===== config.mk =====
export PLATFORM = sky130hd
export DESIGN_NAME = spi_reg_file
export DESIGN_NICKNAME = d
export VERILOG_FILES = /design/src/rtl/spi_reg_file_pkg.sv /design/src/rtl/spi_reg_file_fifo.sv /design/src/rtl/spi_reg_file.sv
export SDC_FILE = /design/constraint.sdc
export NUM_CORES = 1
export LEC_CHECK = 0
export BUFFER_PORTS_ARGS = -buffer_cell sky130_fd_sc_hd__buf_2
export CAP_MARGIN = 20
export CORE_AREA = 2 2 190 192
export DETAILED_ROUTE_END_ITERATION = 10
export DIE_AREA = 0 0 192 194
export PLACE_DENSITY_LB_ADDON = 0.3
export SKIP_CTS_REPAIR_TIMING = 1
export SLEW_MARGIN = 15
export SYNTH_ARGS = -nofsm -noshare
export SYNTH_HDL_FRONTEND = slang
export SYNTH_SLANG_ARGS = --single-unit

===== constraint.sdc =====
create_clock -name S_SYSCLK -period 5.1 [get_ports S_SYSCLK]
set_input_delay 1.02 -clock S_SYSCLK [delete_from_list [all_inputs] [get_ports S_SYSCLK]]
set_output_delay 1.02 -clock S_SYSCLK [all_outputs]
set_load 0.02 [all_outputs]

===== src/rtl/spi_reg_file_pkg.sv =====
// Shared register map, reset values and SPIE bit positions for the SPI register file.
// Latency: n/a (definitions only).
// Backpressure: n/a.
package spi_reg_file_pkg;

   localparam logic [7:0] ADDR_SPMODE = 8'h00;
   localparam logic [7:0] ADDR_SPIE   = 8'h04;
   localparam logic [7:0] ADDR_SPIM   = 8'h08;
   localparam logic [7:0] ADDR_SPCOM  = 8'h0C;
   localparam logic [7:0] ADDR_SPITF  = 8'h10;
   localparam logic [7:0] ADDR_SPIRF  = 8'h14;

   // EN (bit 31) set out of reset so the FIFOs are usable immediately.
   localparam logic [31:0] SPMODE_DEF = 32'h8070_0400;
   localparam int          SPMODE_EN  = 31;

   localparam int SPIE_DON   = 0;
   localparam int SPIE_RXNE  = 1;
   localparam int SPIE_TXE   = 2;
   localparam int SPIE_TXNF  = 3;
   localparam int SPIE_RXOVF = 4;
   localparam int SPIE_TXOVF = 5;
   localparam int SPIE_RXCNT = 8;
   localparam int SPIE_TXCNT = 16;

   // Count field width: holds 0..16 for the largest supported FIFO depth.
   localparam int CNT_W = 5;

   // The write-one-to-clear event flags of SPIE.
   typedef struct packed {
      logic txovf;
      logic rxovf;
      logic don;
   } spie_w1c_t;

   // Byte-lane merge: lanes with a strobe take new_val, the rest keep old_val.
   function automatic logic [31:0] strb_merge(input logic [31:0] old_val,
                                              input logic [31:0] new_val,
                                              input logic [3:0]  strb);
      logic [31:0] res;
      res = old_val;
      for (int b = 0; b < 4; b++) begin
         if (strb[b]) res[8*b +: 8] = new_val[8*b +: 8];
      end
      return res;
   endfunction

endpackage


===== src/rtl/spi_reg_file_fifo.sv =====
// Synchronous word FIFO with flush, used for both TX and RX of the SPI register file.
// Latency: pushed word visible at dout the cycle after the push edge when the FIFO was empty.
// Backpressure: push into a full FIFO is dropped unless a pop happens on the same edge; flush discards push and pop.
module spi_sync_fifo
   import spi_reg_file_pkg::*;
#(
   parameter int DEPTH = 4
) (
   input  logic             clk,
   input  logic             rst_n,
   input  logic             push,
   input  logic [31:0]      din,
   input  logic             pop,
   input  logic             flush,
   output logic [31:0]      dout,
   output logic             full,
   output logic             empty,
   output logic [CNT_W-1:0] count
);

   localparam int AW = (DEPTH > 1) ? $clog2(DEPTH) : 1;

   logic [AW-1:0]    wr_ptr_q, wr_ptr_d, rd_ptr_q, rd_ptr_d;
   logic [CNT_W-1:0] count_q, count_d;
   logic [31:0]      mem_q [DEPTH];
   logic [31:0]      mem_d [DEPTH];
   logic             push_ok, pop_ok;

   assign full  = (count_q == CNT_W'(DEPTH));
   assign empty = (count_q == '0);
   assign count = count_q;
   assign dout  = mem_q[rd_ptr_q];

   // A pop frees a slot on the same edge, so a full FIFO still accepts a push paired with a pop.
   assign pop_ok  = pop & ~empty & ~flush;
   assign push_ok = push & ~flush & (~full | pop_ok);

   // Pointer, count and storage update; pointers wrap naturally at the power-of-2 depth.
   always_comb begin
      mem_d    = mem_q;
      wr_ptr_d = wr_ptr_q;
      rd_ptr_d = rd_ptr_q;
      count_d  = count_q;
      if (flush) begin
         wr_ptr_d = '0;
         rd_ptr_d = '0;
         count_d  = '0;
      end else begin
         if (push_ok) begin
            mem_d[wr_ptr_q] = din;
            wr_ptr_d        = wr_ptr_q + AW'(1);
         end
         if (pop_ok) rd_ptr_d = rd_ptr_q + AW'(1);
         count_d = count_q + CNT_W'(push_ok) - CNT_W'(pop_ok);
      end
   end

   // State register; reset clears contents so nothing stale survives a reset.
   always_ff @(posedge clk or negedge rst_n) begin
      if (!rst_n) begin
         wr_ptr_q <= '0;
         rd_ptr_q <= '0;
         count_q  <= '0;
         for (int i = 0; i < DEPTH; i++) mem_q[i] <= '0;
      end else begin
         wr_ptr_q <= wr_ptr_d;
         rd_ptr_q <= rd_ptr_d;
         count_q  <= count_d;
         mem_q    <= mem_d;
      end
   end

endmodule


===== src/rtl/spi_reg_file.sv =====
// SPI register file: control/status registers, TX/RX word FIFOs and level interrupt for the shift core.
// Latency: writes act on the strobe edge; S_RDATA, irq and cmd_start are registered one cycle later.
// Backpressure: none on register access; TX uses tx_valid/tx_ready, RX overflow drops the word and flags RXOVF.
module spi_reg_file
   import spi_reg_file_pkg::*;
#(
   parameter int FIFO_DEPTH = 4
) (
   input  logic        S_SYSCLK,
   input  logic        S_RESETN,
   input  logic [7:0]  S_AWADDR,
   input  logic [31:0] S_WDATA,
   input  logic [3:0]  S_WSTRB,
   input  logic        S_REG_WEN,
   input  logic [7:0]  S_ARADDR,
   input  logic        S_REG_RDEN,
   output logic [31:0] S_RDATA,
   output logic [31:0] spmode,
   output logic [31:0] spcom,
   output logic        cmd_start,
   output logic [31:0] tx_data,
   output logic        tx_valid,
   input  logic        tx_ready,
   input  logic [31:0] rx_data,
   input  logic        rx_valid,
   input  logic        core_done,
   output logic        irq
);

   logic [31:0]      spmode_q, spmode_d, spim_q, spim_d, spcom_q, spcom_d, rdata_q, rdata_d;
   spie_w1c_t        w1c_q, w1c_d, w1c_clr;
   logic             cmd_start_q, cmd_start_d, irq_q, irq_d;
   logic             wr_spmode, wr_spie, wr_spim, wr_spcom, wr_spitf, rd_spirf, flush;
   logic             tx_full, tx_empty, rx_full, rx_empty, tx_ovf, rx_ovf;
   logic [CNT_W-1:0] tx_cnt, rx_cnt;
   logic [31:0]      rx_head, spie_rd, rd_mux;

   assign wr_spmode = S_REG_WEN && (S_AWADDR == ADDR_SPMODE);
   assign wr_spie   = S_REG_WEN && (S_AWADDR == ADDR_SPIE);
   assign wr_spim   = S_REG_WEN && (S_AWADDR == ADDR_SPIM);
   assign wr_spcom  = S_REG_WEN && (S_AWADDR == ADDR_SPCOM);
   assign wr_spitf  = S_REG_WEN && (S_AWADDR == ADDR_SPITF);
   assign rd_spirf  = S_REG_RDEN && (S_ARADDR == ADDR_SPIRF);

   // Dropped words: a full FIFO only overflows when no pop frees a slot on the same edge.
   assign tx_ovf = wr_spitf & tx_full & ~tx_ready & ~flush;
   assign rx_ovf = rx_valid & rx_full & ~rd_spirf & ~flush;

   spi_sync_fifo #(.DEPTH(FIFO_DEPTH)) u_tx_fifo (
      .clk   (S_SYSCLK),
      .rst_n (S_RESETN),
      .push  (wr_spitf),
      .din   (strb_merge(32'h0, S_WDATA, S_WSTRB)),
      .pop   (tx_ready),
      .flush (flush),
      .dout  (tx_data),
      .full  (tx_full),
      .empty (tx_empty),
      .count (tx_cnt)
   );

   spi_sync_fifo #(.DEPTH(FIFO_DEPTH)) u_rx_fifo (
      .clk   (S_SYSCLK),
      .rst_n (S_RESETN),
      .push  (rx_valid),
      .din   (rx_data),
      .pop   (rd_spirf),
      .flush (flush),
      .dout  (rx_head),
      .full  (rx_full),
      .empty (rx_empty),
      .count (rx_cnt)
   );

   // Byte-masked RW registers; clearing EN flushes both FIFOs on the same edge.
   always_comb begin
      spmode_d    = wr_spmode ? strb_merge(spmode_q, S_WDATA, S_WSTRB) : spmode_q;
      spim_d      = wr_spim   ? strb_merge(spim_q,   S_WDATA, S_WSTRB) : spim_q;
      spcom_d     = wr_spcom  ? strb_merge(spcom_q,  S_WDATA, S_WSTRB) : spcom_q;
      flush       = wr_spmode & spmode_q[SPMODE_EN] & ~spmode_d[SPMODE_EN];
      cmd_start_d = wr_spcom;
   end

   // W1C event flags; every W1C bit sits in byte 0, and a hardware set beats a same-edge clear.
   always_comb begin
      w1c_clr       = '0;
      w1c_clr.don   = wr_spie & S_WSTRB[0] & S_WDATA[SPIE_DON];
      w1c_clr.rxovf = wr_spie & S_WSTRB[0] & S_WDATA[SPIE_RXOVF];
      w1c_clr.txovf = wr_spie & S_WSTRB[0] & S_WDATA[SPIE_TXOVF];
      w1c_d.don     = (w1c_q.don   & ~w1c_clr.don)   | core_done;
      w1c_d.rxovf   = (w1c_q.rxovf & ~w1c_clr.rxovf) | rx_ovf;
      w1c_d.txovf   = (w1c_q.txovf & ~w1c_clr.txovf) | tx_ovf;
   end

   // SPIE read view: live FIFO status merged with the event flags.
   always_comb begin
      spie_rd                       = '0;
      spie_rd[SPIE_DON]             = w1c_q.don;
      spie_rd[SPIE_RXNE]            = ~rx_empty;
      spie_rd[SPIE_TXE]             = tx_empty;
      spie_rd[SPIE_TXNF]            = ~tx_full;
      spie_rd[SPIE_RXOVF]           = w1c_q.rxovf;
      spie_rd[SPIE_TXOVF]           = w1c_q.txovf;
      spie_rd[SPIE_RXCNT +: CNT_W]  = rx_cnt;
      spie_rd[SPIE_TXCNT +: CNT_W]  = tx_cnt;
      irq_d                         = |(spie_rd[5:0] & spim_q[5:0]);
   end

   // Read mux; SPIRF returns the RX head (the FIFO pops it), or 0 when empty.
   always_comb begin
      case (S_ARADDR)
         ADDR_SPMODE: rd_mux = spmode_q;
         ADDR_SPIE:   rd_mux = spie_rd;
         ADDR_SPIM:   rd_mux = spim_q;
         ADDR_SPCOM:  rd_mux = spcom_q;
         ADDR_SPIRF:  rd_mux = rx_empty ? 32'h0 : rx_head;
         default:     rd_mux = 32'h0;
      endcase
      rdata_d = S_REG_RDEN ? rd_mux : rdata_q;
   end

   // Register state; reset drops pending pulses and read data immediately.
   always_ff @(posedge S_SYSCLK or negedge S_RESETN) begin
      if (!S_RESETN) begin
         spmode_q    <= SPMODE_DEF;
         spim_q      <= '0;
         spcom_q     <= '0;
         w1c_q       <= '0;
         rdata_q     <= '0;
         cmd_start_q <= 1'b0;
         irq_q       <= 1'b0;
      end else begin
         spmode_q    <= spmode_d;
         spim_q      <= spim_d;
         spcom_q     <= spcom_d;
         w1c_q       <= w1c_d;
         rdata_q     <= rdata_d;
         cmd_start_q <= cmd_start_d;
         irq_q       <= irq_d;
      end
   end

   assign S_RDATA   = rdata_q;
   assign spmode    = spmode_q;
   assign spcom     = spcom_q;
   assign cmd_start = cmd_start_q;
   assign irq       = irq_q;
   assign tx_valid  = ~tx_empty;

endmodule


# Yosys cells after proc, flatten, opt, wreduce, memory -nomap -nowiden
# Cells that the tools add are included.
# word_totals
reg_bits	407
out_inout_bits	131
input_bits	91
# classes
reduce_logical	31
mux	33
addsub	8
bitwise	44
eq_ne	10
order_cmp	6
# op_table
cell	n
bitwise mux 128 bit	2
2-to-1 mux 32 bit	8
case mux 32 bit (5 select lines)	1
binary-select mux 32 bit (select 2 bit)	2
demux 32 bit (select 2 bit)	2
2-to-1 mux 8 bit	8
== test 8 x 4 -> 1 bit (second input constant)	4
AND reduction 2 bit	14
bitwise AND 1 bit	23
== test 8 x 3 -> 1 bit (second input constant)	2
== test 8 x 5 -> 1 bit (second input constant)	2
logical NOT 8 bit	2
2-to-1 mux 2 bit	8
greater-or-equal comparator 3 bit (second input constant)	4
inverter 2 -> 3 bit	4
inverter 1 bit	11
adder 5 x 1 -> 5 bit	2
== test 5 x 3 -> 1 bit (second input constant)	2
logical NOT 5 bit	2
2-to-1 mux 5 bit	2
subtractor 5 x 1 -> 5 bit	2
adder 2 x 1 -> 2 bit (second input constant)	4
logical AND 1 bit	8
nonzero test 2 bit	4
other kinds (4)	9

# Depth between registers and ports, before layout
# Gate-level depths: netlist of run 1.
# logic_depth
depth_word	12
mapped_depth	16
ltp_nobuf	15

# Modules after synthesis
# A second synthesis of run 1 with hierarchy kept.
# hier_totals
cells_unflattened	1231
area_unflattened_um2	19598.8
# modules_own_cells
module	area_per_inst_um2	cells_each	instances	seq_area_each_um2
spi_sync_fifo at u_tx_fifo	6766.5	387	1	3428.3
spi_reg_file	6475.0	458	1	3334.4
spi_sync_fifo at u_rx_fifo	6357.3	386	1	3428.3

# Worst setup path after synthesis of run 1
# No wires, ideal clock.
# synth_path
path_kind	in2reg
start	input S_AWADDR[7]
end	register u_rx_fifo.count_q[4], in the netlist u_rx_fifo.count[4]
setup_slack_ns	0.840
stages	16
path_buffers	2
arrival_ns	4.183
path_cell_list	or4b_1 -> buf_2 -> nor4_4 -> and2_1 -> clkbuf_1 -> nor2_1 -> ha_1 -> inv_1 -> ha_1 -> inv_1 -> fa_1 -> inv_1 -> a21oi_1 -> nor2_1 -> or3_1 -> a21oi_1
# synth_between
elab_chain_len	12
# synth_rtl
element	line_no	source
start: declaration	spi_reg_file.sv:11	input logic [7:0] S_AWADDR,
logical NOT 8 bit *	spi_reg_file.sv:38	assign wr_spmode = S_REG_WEN && (S_AWADDR == ADDR_SPMODE);
logical AND 1 bit *	spi_reg_file.sv:38	
2-to-1 mux 32 bit	spi_reg_file.sv:77	spmode_d = wr_spmode ? strb_merge(spmode_q, S_WDATA, S_WSTRB) : spmode_q;
inverter 1 bit	spi_reg_file.sv:80	flush = wr_spmode & spmode_q[SPMODE_EN] & ~spmode_d[SPMODE_EN];
bitwise AND 1 bit *	spi_reg_file.sv:80	
inverter 1 bit (no line)	-	
bitwise AND 1 bit	spi_reg_file_fifo.sv:35	assign pop_ok = pop & ~empty & ~flush;
bitwise OR 1 bit	spi_reg_file_fifo.sv:36	assign push_ok = push & ~flush & (~full | pop_ok);
bitwise AND 1 bit	spi_reg_file_fifo.sv:36	
adder 5 x 1 -> 5 bit	spi_reg_file_fifo.sv:54	count_d = count_q + CNT_W'(push_ok) - CNT_W'(pop_ok);
subtractor 5 x 1 -> 5 bit	spi_reg_file_fifo.sv:54	
2-to-1 mux 5 bit *	spi_reg_file_fifo.sv:44	if (flush) begin
named net u_rx_fifo.count_d[4]	spi_reg_file_fifo.sv:24	logic [CNT_W-1:0] count_q, count_d;
end signal: assignment	spi_reg_file_fifo.sv:68	count_q <= count_d;
end: declaration	spi_reg_file_fifo.sv:24	
# Mark *: on every way through the listed nets, which the timed path passes. The rest lies on a longest branch.
# A chain may end at the register's enable or synchronous reset.

# Worst setup path in the final report of run 1
# Ends and elaborated chain as after synthesis.

==> flow_metrics.env, run 1 <==
export IMPL_crit_arrival_ns=4.35
export IMPL_nFillCells=2776
export IMPL_synthDominantCellAreaShare_pct=55.3
export IMPL_powerDensity_mw_per_mm2=454
export IMPL_synthMuxAreaShare_pct=24.7
export IMPL_synth_xor_area_share_pct=0.530
export IMPL_dieArea_mm2=0.0372
export IMPL_synthAdderAreaFrac_pct=1.60
export IMPL_ys_types=52
export IMPL_synth_cells=1384
export IMPL_setup_violations=0
export IMPL_synth_nets=1497
export IMPL_core_mm2=0.0352
export IMPL_yosysTopAreaCell="dfrtp_1"
export IMPL_globalRouteTotalUtil_pct=25.2
export IMPL_reg2reg_to="u_tx_fifo.count[4]"
export IMPL_final_cells=2093
export IMPL_setup_tns_ns=0
export IMPL_root_buffer="clkbuf_16"
export IMPL_synth_edf_count=0
export IMPL_hold_start="u_tx_fifo.mem_q[26]"
export IMPL_start_util_pct=51.6
export IMPL_internal_power_w=0.00699
export IMPL_min_path_cells=2
export IMPL_timing_fmax_mhz=257
export IMPL_worstHoldEndpoint="u_tx_fifo.mem_q[26]"
export IMPL_synth_ff_type="dfrtp_1"
export IMPL_synth_top_family_by_area="multiplexers"
export IMPL_worst_r2r_path_depth=14
export IMPL_crit_top_cell="inv_1"
export IMPL_min_period_ns=3.89
export IMPL_ys_seq_area_share_pct=56.1
export IMPL_drt_pass1_iterations=5
export IMPL_layout_cells_most_common="dfrtp_1"
export IMPL_vias=12000
export IMPL_p_comb_share_pct=21.7
export IMPL_vias_per_cell=5.73
export IMPL_cts_tree="done"
export IMPL_hold_path_class="reg -> reg"
export IMPL_worstReg2RegStart="u_tx_fifo.count[3]"
export IMPL_final_cell_mix="dfrtp_1 (399), mux2_2 (233), buf_2 (220), nand2_1 (186), o21ai_0 (132)"
export IMPL_path_cells="buf_2 -> or4b_1 -> nor4_4 -> and2_1 -> nor2_1 -> ha_1 -> inv_1 -> ha_1 -> inv_1 -> fa_1 -> inv_1 -> a21oi_1 -> nor2_1 -> or3_1 -> a21oi_1"
export IMPL_switching_power_w=0.00264
export IMPL_maxCapViolCount=0
export IMPL_syn_area_mm2=0.0182
export IMPL_ctsLongestPathBuffers=3
export IMPL_finalWirelength_um=45700
export IMPL_die_x_um=192
export IMPL_overflow=0
export IMPL_rrSetupSlack_ns=1.75
export IMPL_io_buffers=221
export IMPL_synthSimpleGateAreaFrac_pct=7.31
export IMPL_ys_top_cells_by_area="dfrtp_1 (55%), mux2_2 (14%), mux4_2 (9.7%)"
export IMPL_hold_slack_ns=0.475
export IMPL_hpwl_um=31700
export IMPL_avgRoutedWirePerCell_um=21.8
export IMPL_critPathMaxStageDelay_ns=0.68
export IMPL_run_status="finished clean"
export IMPL_die_h_um=194
export IMPL_slew_headroom_pct=24.4
export IMPL_fin_crit_sh_pct=76.3
export IMPL_gp_routability_congestion=0.836
export IMPL_irDropWorstVdd_mv=0.258
export IMPL_async_flop_share_pct=100
export IMPL_leakagePower_nw=10.0
export IMPL_placedCellCount=2009
export IMPL_route_detailed_drc=0
export IMPL_grt_max_degree=122
export IMPL_worst_slew_pin_transition_ns=1.12
export IMPL_rsz0062_at_grt="false"
export IMPL_drive_gt1_share_pct=40.7
export IMPL_clock_latency_ns=0.55
export IMPL_slowest_stage="or4b_1"
export IMPL_crit_type="in -> reg"
export IMPL_grt_pass1_wl_um=71800
export IMPL_rows=69
export IMPL_cp_required_ns=5.56
export IMPL_clk_pin_slew_worst_paths_ns=0.06
export IMPL_hold_viol=0
export IMPL_yosys_register_bits=407
export IMPL_ios=222
export IMPL_htreeDepth=2
export IMPL_avgSynthCellArea_um2=13.1
export IMPL_slew_violations=0
export IMPL_antenna_found_initial=8
export IMPL_critPathCaptureType="register"
export IMPL_p_sw_share_pct=27.4
export IMPL_cts_sinks=407
export IMPL_area_growth_synth_to_final_pct=16.7
export IMPL_ys_warn_count=0
export IMPL_cp_max_fo=12
export IMPL_drt_iter0_drc=654
export IMPL_grt_pass1_vias=12300
export IMPL_start_kind="primary input"
export IMPL_fin_util_pct=60.2
export IMPL_numCtsBuffers=43
export IMPL_synth_compound_area_share_pct=7.05
export IMPL_skew_ns=0.0186
export IMPL_ant_nets=0
export IMPL_seq_power_share_pct=44.7
export IMPL_clock_power_share_pct=33.6
export IMPL_fin_nets=1706
## state kept, by name (all words and copies together), names as in the netlist
register / flops
spim_q: 32
u_tx_fifo.rd_ptr_q: 2
S_RDATA: 32
u_tx_fifo.count: 5
spmode: 32
u_rx_fifo.count: 5
u_tx_fifo.wr_ptr_q: 2
spcom: 32
irq: 1
spie_rd: 3
cmd_start: 1
u_tx_fifo.mem_q: 128
u_rx_fifo.mem_q: 128
u_rx_fifo.rd_ptr_q: 2
u_rx_fifo.wr_ptr_q: 2
## per-layer routing
| layer | vias up | global-route usage, % | share of wire, % |
|---|---|---|---|
| li1 | 5396 | - | - |
| met1 | 6211 | 35.7 | 44 |
| met2 | 299 | 38.6 | 47 |
| met3 | 75 | 6.23 | 6.7 |
| met4 | 4 | 7.72 | 2.8 |
| met5 | - | 0 | 0.046 |
## critical path: cells and delay by family
kind | cells | cell delay (ns)
fa+ha+maj | 3 | 0.70
buf+inv | 4 | 0.27
simple gates | 6 | 2.09
compound gates | 2 | 0.28
## Yosys cell counts, types with 3 or more instances
library cell and instances:
xor2_1 8, or3_1 3, xnor2_1 3, a21o_1 3, ha_1 20, o21ai_0 132, nand2_1 190, nand2b_1 3
and2_1 3, dfstp_2 5, a32oi_1 3, a22o_1 17, buf_6 10, nand3_1 5, buf_1 8, nand3_2 4
clkbuf_1 58, mux2_2 233, mux2_4 7, nor2_1 82, mux4_2 78, a21oi_1 10, nor3_1 6, a221oi_1 29
dfrtp_1 402, inv_1 24, nor2b_1 4, buf_4 4
## per-stage QoR
stage	area, um2	worst slack (ns)	power [W]
floorplan	18200	0.840	0.00586
global route	21200	1.04	0.0101
detailed placement	19700	0.689	0.00647
global placement	19700	0.792	0.00638
finish	21200	1.21	0.00964
CTS	21200	1.26	0.00973
## power by group through the flow
stage / Sequential [W] / Combinational (W) / Clock (W)
after floorplan: 0.00419 / 0.00167 / 0
after global placement: 0.00433 / 0.00205 / 0
after detailed placement: 0.00436 / 0.00211 / 0
after CTS: 0.00431 / 0.00212 / 0.00330
after global routing: 0.00439 / 0.00230 / 0.00343
final: 0.00431 / 0.00209 / 0.00324
## how the worst max path moves through the flow
stage / startpoint / to / depth (start not counted)
floorplan: S_AWADDR[7] / u_rx_fifo.count[4] / 16
global placement: S_AWADDR[7] / u_rx_fifo.count[4] / 15
detailed placement: S_AWADDR[7] / u_rx_fifo.count[4] / 15
CTS: S_AWADDR[7] / u_rx_fifo.count[4] / 15
global route: S_AWADDR[7] / u_rx_fifo.count[4] / 15
finish: S_AWADDR[7] / u_rx_fifo.count[4] / 15
## layout make-up
cell class,instances,area (um2),area share [%]
tap,461,577,2.72
inverter,24,90.1,0.425
timing repair buffer,246,1340,6.32
sequential,407,10200,48.1
clock inverter,15,193,0.908
antenna,6,15.0,0.0708
clock buffer,63,1280,6.04
multi-input combinational,871,7520,35.5
## cell families (layout without fill, tap and decap cells)
kind of cell    count (synthesis)  after routing
xor+xnor                       11             11
flops                         407            407
other cells                     0              6
simple gates                  314            314
compound gates                205            205
mux                           319            319
fa+ha+maj                      22             22
buf+inv                       106            348
Power figures use the tool's default switching activity.
==> run 2, diff against run 1 <==
--- a/config.mk
+++ b/config.mk
@@ -5,11 +5,12 @@
 export SDC_FILE = /design/constraint.sdc
 export NUM_CORES = 1
 export LEC_CHECK = 0
+export ABC_AREA = 1
 export BUFFER_PORTS_ARGS = -buffer_cell sky130_fd_sc_hd__buf_2
 export CAP_MARGIN = 20
-export CORE_AREA = 2 2 190 192
+export CORE_AREA = 2 2 196 198
 export DETAILED_ROUTE_END_ITERATION = 10
-export DIE_AREA = 0 0 192 194
+export DIE_AREA = 0 0 198 200
 export PLACE_DENSITY_LB_ADDON = 0.3
 export SKIP_CTS_REPAIR_TIMING = 1
 export SLEW_MARGIN = 15
==> constraint.sdc (replaced) <==
create_clock -name S_SYSCLK -period 3.6 [get_ports S_SYSCLK]
set_input_delay 0.72 -clock S_SYSCLK [delete_from_list [all_inputs] [get_ports S_SYSCLK]]
set_output_delay 0.72 -clock S_SYSCLK [all_outputs]
set_load 0.02 [all_outputs]
==> run 2 against run 1 <==
  * Clock-buffer cell count down 1
  * Wire length up 29%
  * Synthesized cell count up 74%
  * Worst setup slack worse by 0.63 ns
  * Clock power up 43%
  * Clock skew down 0.0035 ns
  * Global-route usage up 5.2 points
  * Worst hold slack worse by 0.35 ns
  * Die area up 6.3%
  * First-iteration DRC count rose to 2.6 times the previous value
  * Utilization down 0.59 points
==> flow_metrics.env, run 2 <==
export IMPL_ys_types=42
export IMPL_ys_seq_area_share_pct=52.7
export IMPL_overflow=0
export IMPL_final_cell_mix="nand2_1 (776), dfrtp_1 (400), o21ai_0 (304), buf_2 (220), nor2_1 (201)"
export IMPL_placedCellCount=3024
export IMPL_crit_type="reg -> out"
export IMPL_fin_util_pct=59.6
export IMPL_die_x_um=198
export IMPL_dieArea_mm2=0.0396
export IMPL_rsz0062_at_grt="false"
export IMPL_layout_cells_most_common="nand2_1"
export IMPL_worst_r2r_path_depth=16
export IMPL_cts_sinks=407
export IMPL_worst_slew_pin_transition_ns=0.802
export IMPL_slew_violations=0
export IMPL_ys_warn_count=0
export IMPL_drive_gt1_share_pct=15.3
export IMPL_timing_fmax_mhz=331
export IMPL_critPathCaptureType="primary output"
export IMPL_min_period_ns=3.02
export IMPL_syn_area_mm2=0.0193
export IMPL_crit_cells=4
export IMPL_run_status="finished clean"
export IMPL_critPathMaxStageDelay_ns=0.54
export IMPL_hold_path_class="in -> async"
export IMPL_synth_ff_type="dfrtp_1"
export IMPL_hold_slack_ns=0.123
export IMPL_power_total_w=0.0145
export IMPL_critPathBufInv=2
export IMPL_hold_viol=0
export IMPL_yosysTopAreaCell="dfrtp_1"
export IMPL_antenna_found_initial=5
export IMPL_ctsLongestPathBuffers=3
export IMPL_synthDominantCellAreaShare_pct=52.0
export IMPL_route_detailed_drc=0
export IMPL_grt_pass1_vias=16900
export IMPL_root_buffer="clkbuf_16"
export IMPL_vias=17600
export IMPL_start_util_pct=51.7
export IMPL_globalRouteTotalUtil_pct=30.3
export IMPL_cp_top_family="buffers and inverters"
export IMPL_path_cells="buf_4 -> o21ai_0 -> o22ai_1 -> buf_2"
export IMPL_leakagePower_nw=11.5
export IMPL_slew_headroom_pct=46.6
export IMPL_cts_tree="done"
export IMPL_crit_arrival_ns=2.30
export IMPL_htreeDepth=2
export IMPL_hpwl_um=38800
export IMPL_maxCapViolCount=0
export IMPL_powerDensity_mw_per_mm2=652
export IMPL_synth_most_common_cell="nand2_1"
export IMPL_rows=71
export IMPL_synth_cells=2402
export IMPL_numCtsBuffers=44
export IMPL_ant_nets=0
export IMPL_avgRoutedWirePerCell_um=19.0
export IMPL_largestRegisters="u_rx_fifo.mem_q x128, u_tx_fifo.mem_q x128"
export IMPL_slowest_stage="buf_4"
export IMPL_drt_iter0_drc=1691
export IMPL_avgSynthCellArea_um2=8.05
export IMPL_final_cells=3106
export IMPL_vias_per_cell=5.67
export IMPL_finalWirelength_um=59100
export IMPL_die_h_um=200
export IMPL_cp_required_ns=2.88
export IMPL_setup_violations=0
export IMPL_async_flop_share_pct=100
export IMPL_ios=222
export IMPL_synth_common_cells="nand2_1 (776), dfrtp_1 (402), o21ai_0 (304), nor2_1 (203), nand4_1 (132)"
export IMPL_start_kind="register"
export IMPL_area_growth_synth_to_final_pct=15.3
export IMPL_yosys_register_bits=407
export IMPL_gp_routability_congestion=0.874
export IMPL_synth_edf_count=0
export IMPL_io_buffers=221
export IMPL_synth_nets=2515
export IMPL_fin_crit_sh_pct=84.0
export IMPL_fin_nets=2672
export IMPL_drt_pass1_iterations=6
export IMPL_core_mm2=0.0374
export IMPL_clk_pin_slew_worst_paths_ns=0.06
export IMPL_clock_latency_ns=0.57
export IMPL_ys_top_cells_by_area="dfrtp_1 (52%), nand2_1 (15%), o21ai_0 (7.9%)"
export IMPL_skew_ns=0.0151
export IMPL_setup_tns_ns=0
export IMPL_grt_pass1_wl_um=93500
export IMPL_grt_max_degree=80
export IMPL_cp_max_fo=66
export IMPL_irDropWorstVdd_mv=0.419
run 2: cell count changes after synthesis, sizes merged, moves of 17 or more:
cell,before,now
mux4,78,0
o21ai,133,335
nand2,190,781
o22ai,0,37
clkbuf,58,75
nor2,82,208
inv,24,138
nand4,1,137
buf,24,82
a221oi,29,0
or2,1,22
a21oi,10,34
mux2,241,1
nand3,9,89
run 2: stage by stage:
stage,worst slack (ns),instance area [um2]
6_report,0.576,22300
5_1_grt,0.357,22300
4_1_cts,0.628,22300
3_5_place_dp,0.269,20800
3_3_place_gp,0.428,20800
2_1_floorplan,0.466,19300
run 2: power breakdown:
part / switching [W] / internal (W) / leakage [nW]
Sequential: 0.000492 / 0.00540 / 5.32
Combinational: 0.00271 / 0.00131 / 5.45
Clock: 0.00186 / 0.00277 / 0.734
Total: 0.00506 / 0.00948 / 11.5
run 2: kinds of logic after synthesis:
kind of cell | share of synthesized area (%)
AOI/OAI and AO/OA | 11.3
xor gates and xnor gates | 0.181
adders and majority gates | 1.50
buffers and inverters | 6.51
DFF | 52.7
muxes | 0.0582
and+or+nand+nor | 27.8
run 2: path summary, 6_finish.rpt:
kind / start / end / slack, ns
worst min-delay path: S_RESETN / u_tx_fifo.mem_q[3] / 0.12
max in group asynchronous: S_RESETN / S_RDATA[29] / 2.41
worst max register to register: spmode[31] / u_rx_fifo.count[4] / 0.61
worst min register to register: u_rx_fifo.mem_q[77] / u_rx_fifo.mem_q[77] / 0.47
worst max-delay path: u_tx_fifo.rd_ptr_q[0] / tx_data[19] / 0.58
min in group S_SYSCLK: S_WDATA[26] / spcom[26] / 0.40
run 2: area by class of cell:
cell class | count | area [um2]
inverters | 139 | 524
well taps | 511 | 639
clock buffers | 62 | 1290
repair buffers | 268 | 1570
diodes | 4 | 10.0
fillers | 3358 | 15100
clock inverters | 16 | 183
flip-flops and latches | 407 | 10200
multi-input cells | 1699 | 7900
run 2: worst register-to-register path, stage by stage (launching register included):
cell	delay, ns
dfstp_2	0.63
inv_1	0.06
nor2_1	0.08
nor2_1	0.07
nand4_1	0.09
buf_4	0.16
buf_4	0.24
nand3_1	0.18
inv_2	0.11
ha_1	0.17
inv_1	0.06
fa_1	0.41
inv_1	0.09
a21oi_1	0.06
o21ai_0	0.21
xor2_1	0.19
nor2_1	0.06
run 2: layer usage:
layer / share of wire [%] / track usage [%] / vias up
met5: 0.022 / 0 / -
met4: 3.3 / 11.5 / 2
met3: 8.6 / 6.08 / 118
met2: 46 / 47.4 / 800
met1: 42 / 42.1 / 8520
li1: - / - / 8172
==> run 3, diff against run 2 <==
==> constraint.sdc (replaced) <==
create_clock -name S_SYSCLK -period 2.6 [get_ports S_SYSCLK]
set_input_delay 0.52 -clock S_SYSCLK [delete_from_list [all_inputs] [get_ports S_SYSCLK]]
set_output_delay 0.52 -clock S_SYSCLK [all_outputs]
set_load 0.02 [all_outputs]
==> run 3 against run 2 <==
  * The run now ends with setup timing left
  * Clock skew up 0.0084 ns
  * First-iteration DRC count up 12%
  * Sequential share of layout area down 2.2 points
==> flow_metrics.env, run 3 (synthesis results as in run 2) <==
export IMPL_grt_pass1_vias=17100
export IMPL_skew_ns=0.0234
export IMPL_die_x_um=198
export IMPL_worstHoldEndpoint="spie_rd[0]"
export IMPL_slowest_stage="nand4_2"
export IMPL_nFillCells=3205
export IMPL_critPathCaptureType="register"
export IMPL_dieArea_mm2=0.0396
export IMPL_timing_fmax_mhz=380
export IMPL_worstReg2RegStart="u_rx_fifo.count[2]"
export IMPL_layout_cells_most_common="nand2_1"
export IMPL_path_cells="inv_2 -> ha_1 -> inv_1 -> nor2_2 -> nand2_2 -> nand4_4 -> buf_6 -> nand2_4 -> buf_16 -> nand4_2 -> buf_4 -> nand2_1 -> nand2_1"
export IMPL_globalRouteTotalUtil_pct=29.9
export IMPL_fin_nets=2754
export IMPL_powerDensity_mw_per_mm2=904
export IMPL_gp_routability_congestion=0.884
export IMPL_maxCapViolCount=0
export IMPL_rrSetupSlack_ns=-0.03
export IMPL_clock_latency_ns=0.59
export IMPL_io_buffers=221
export IMPL_start_kind="register"
export IMPL_place_ws_ns=-0.257
export IMPL_crit_top_cell="nand2_1"
export IMPL_avgRoutedWirePerCell_um=18.9
export IMPL_worst_r2r_path_depth=13
export IMPL_area_growth_synth_to_final_pct=21.3
export IMPL_ant_nets=0
export IMPL_min_period_ns=2.63
export IMPL_critPathMaxStageDelay_ns=0.44
export IMPL_leakagePower_nw=12.0
export IMPL_hold_start="core_done"
export IMPL_reg2reg_to="u_rx_fifo.mem_q[6]"
export IMPL_rsz0062_at_grt="true"
export IMPL_grt_pass1_wl_um=92700
export IMPL_hold_viol=0
export IMPL_vias_per_cell=5.68
export IMPL_drt_pass1_iterations=8
export IMPL_cts_sinks=407
export IMPL_grt_max_degree=133
export IMPL_ios=222
export IMPL_rows=71
export IMPL_overflow=0
export IMPL_hold_slack_ns=0.176
export IMPL_power_total_w=0.0212
export IMPL_run_status="complete, but fails checks"
export IMPL_numCtsBuffers=44
export IMPL_clk_pin_slew_worst_paths_ns=0.06
export IMPL_fin_crit_sh_pct=101
export IMPL_min_path_cells=2
export IMPL_cts_tree="done"
export IMPL_cp_max_fo=132
export IMPL_antenna_found_initial=1
export IMPL_worst_slack_ns=-0.0333
export IMPL_htreeDepth=2
export IMPL_final_cell_mix="nand2_1 (772), dfrtp_1 (400), o21ai_0 (296), buf_2 (211), nor2_1 (197)"
export IMPL_vias=18100
export IMPL_core_mm2=0.0374
export IMPL_start_util_pct=51.7
export IMPL_ctsLongestPathBuffers=3
export IMPL_violations="setup timing"
export IMPL_die_h_um=200
export IMPL_hold_path_class="in -> reg"
export IMPL_root_buffer="clkbuf_16"
export IMPL_slew_violations=0
export IMPL_slew_headroom_pct=50.5
export IMPL_route_detailed_drc=0
export IMPL_hpwl_um=39200
export IMPL_worst_slew_pin_transition_ns=0.743
export IMPL_drive_gt1_share_pct=19.2
export IMPL_crit_arrival_ns=3.09
export IMPL_finalWirelength_um=60200
export IMPL_largestRegisters="u_rx_fifo.mem_q x128, u_tx_fifo.mem_q x128"
export IMPL_cp_required_ns=3.06
export IMPL_irDropWorstVdd_mv=0.623
export IMPL_drt_iter0_drc=1900
export IMPL_setup_violations=30
export IMPL_crit_type="reg -> reg"
==> run 3: layout make-up <==
cell class / count / area [um2] / share of cell area, %
diodes: 1 / 2.50 / 0.0107
clock buffers: 68 / 1330 / 5.68
clock inverters: 14 / 213 / 0.907
inverters: 139 / 531 / 2.26
multi-input cells: 1699 / 8030 / 34.2
flip-flops and latches: 407 / 10200 / 43.5
well taps: 511 / 639 / 2.73
repair buffers: 349 / 2500 / 10.7
repair inverters: 1 / 5.00 / 0.0213
==> run 3: stage by stage <==
step | util (%) | instances | setup TNS [ns] | area (um2)
finish | 62.7 | 3189 | -0.353 | 23500
global route | 62.7 | 3188 | -5.44 | 23400
CTS | 61.5 | 3162 | -4.89 | 23000
detailed placement | 57.4 | 3080 | -9.48 | 21500
global placement | 57.4 | 3080 | -6.23 | 21500
floorplan | - | 2402 | -0.223 | 19400
==> run 3: worst max path at each step <==
stage          slack, ns  cells past startpoint                   to                   from
6_report           -0.03                     13   u_rx_fifo.mem_q[6]     u_rx_fifo.count[2]
5_1_grt            -0.13                     13  u_rx_fifo.mem_q[49]     u_rx_fifo.count[2]
4_1_cts            -0.18                      5           tx_data[2]  u_tx_fifo.rd_ptr_q[0]
3_5_place_dp       -0.26                     18   u_rx_fifo.count[4]             S_WSTRB[3]
3_3_place_gp       -0.20                     18   u_rx_fifo.count[4]             S_WSTRB[3]
2_1_floorplan      -0.09                     18   u_rx_fifo.count[4]            S_AWADDR[7]
==> run 3: report_power, final <==
group	leakage [nW]	internal [W]	switching [W]
clock network	0.756	0.00395	0.00266
registers	5.32	0.00748	0.000675
logic	5.95	0.00237	0.00408
total	12.0	0.0138	0.00741
==> run 3: worst max-delay path: cells and delay by family, from the launching register on <==
| kind | cells | cell delay (ns) |
|---|---|---|
| AND/OR/NAND/NOR | 7 | 0.90 |
| buffers and inverters | 5 | 0.94 |
| adder cells (fa/ha/maj) | 1 | 0.18 |
| flip-flops | 1 | 0.36 |
==> run 3: layer usage <==
layer | routed length, um | track usage (%) | vias to the layer above
met4 | 1860 | 10.7 | 2
met5 | 13 | 0 | -
met3 | 5160 | 5.09 | 126
met1 | 24900 | 41.2 | 8763
li1 | - | - | 8346
met2 | 28300 | 48.0 | 886
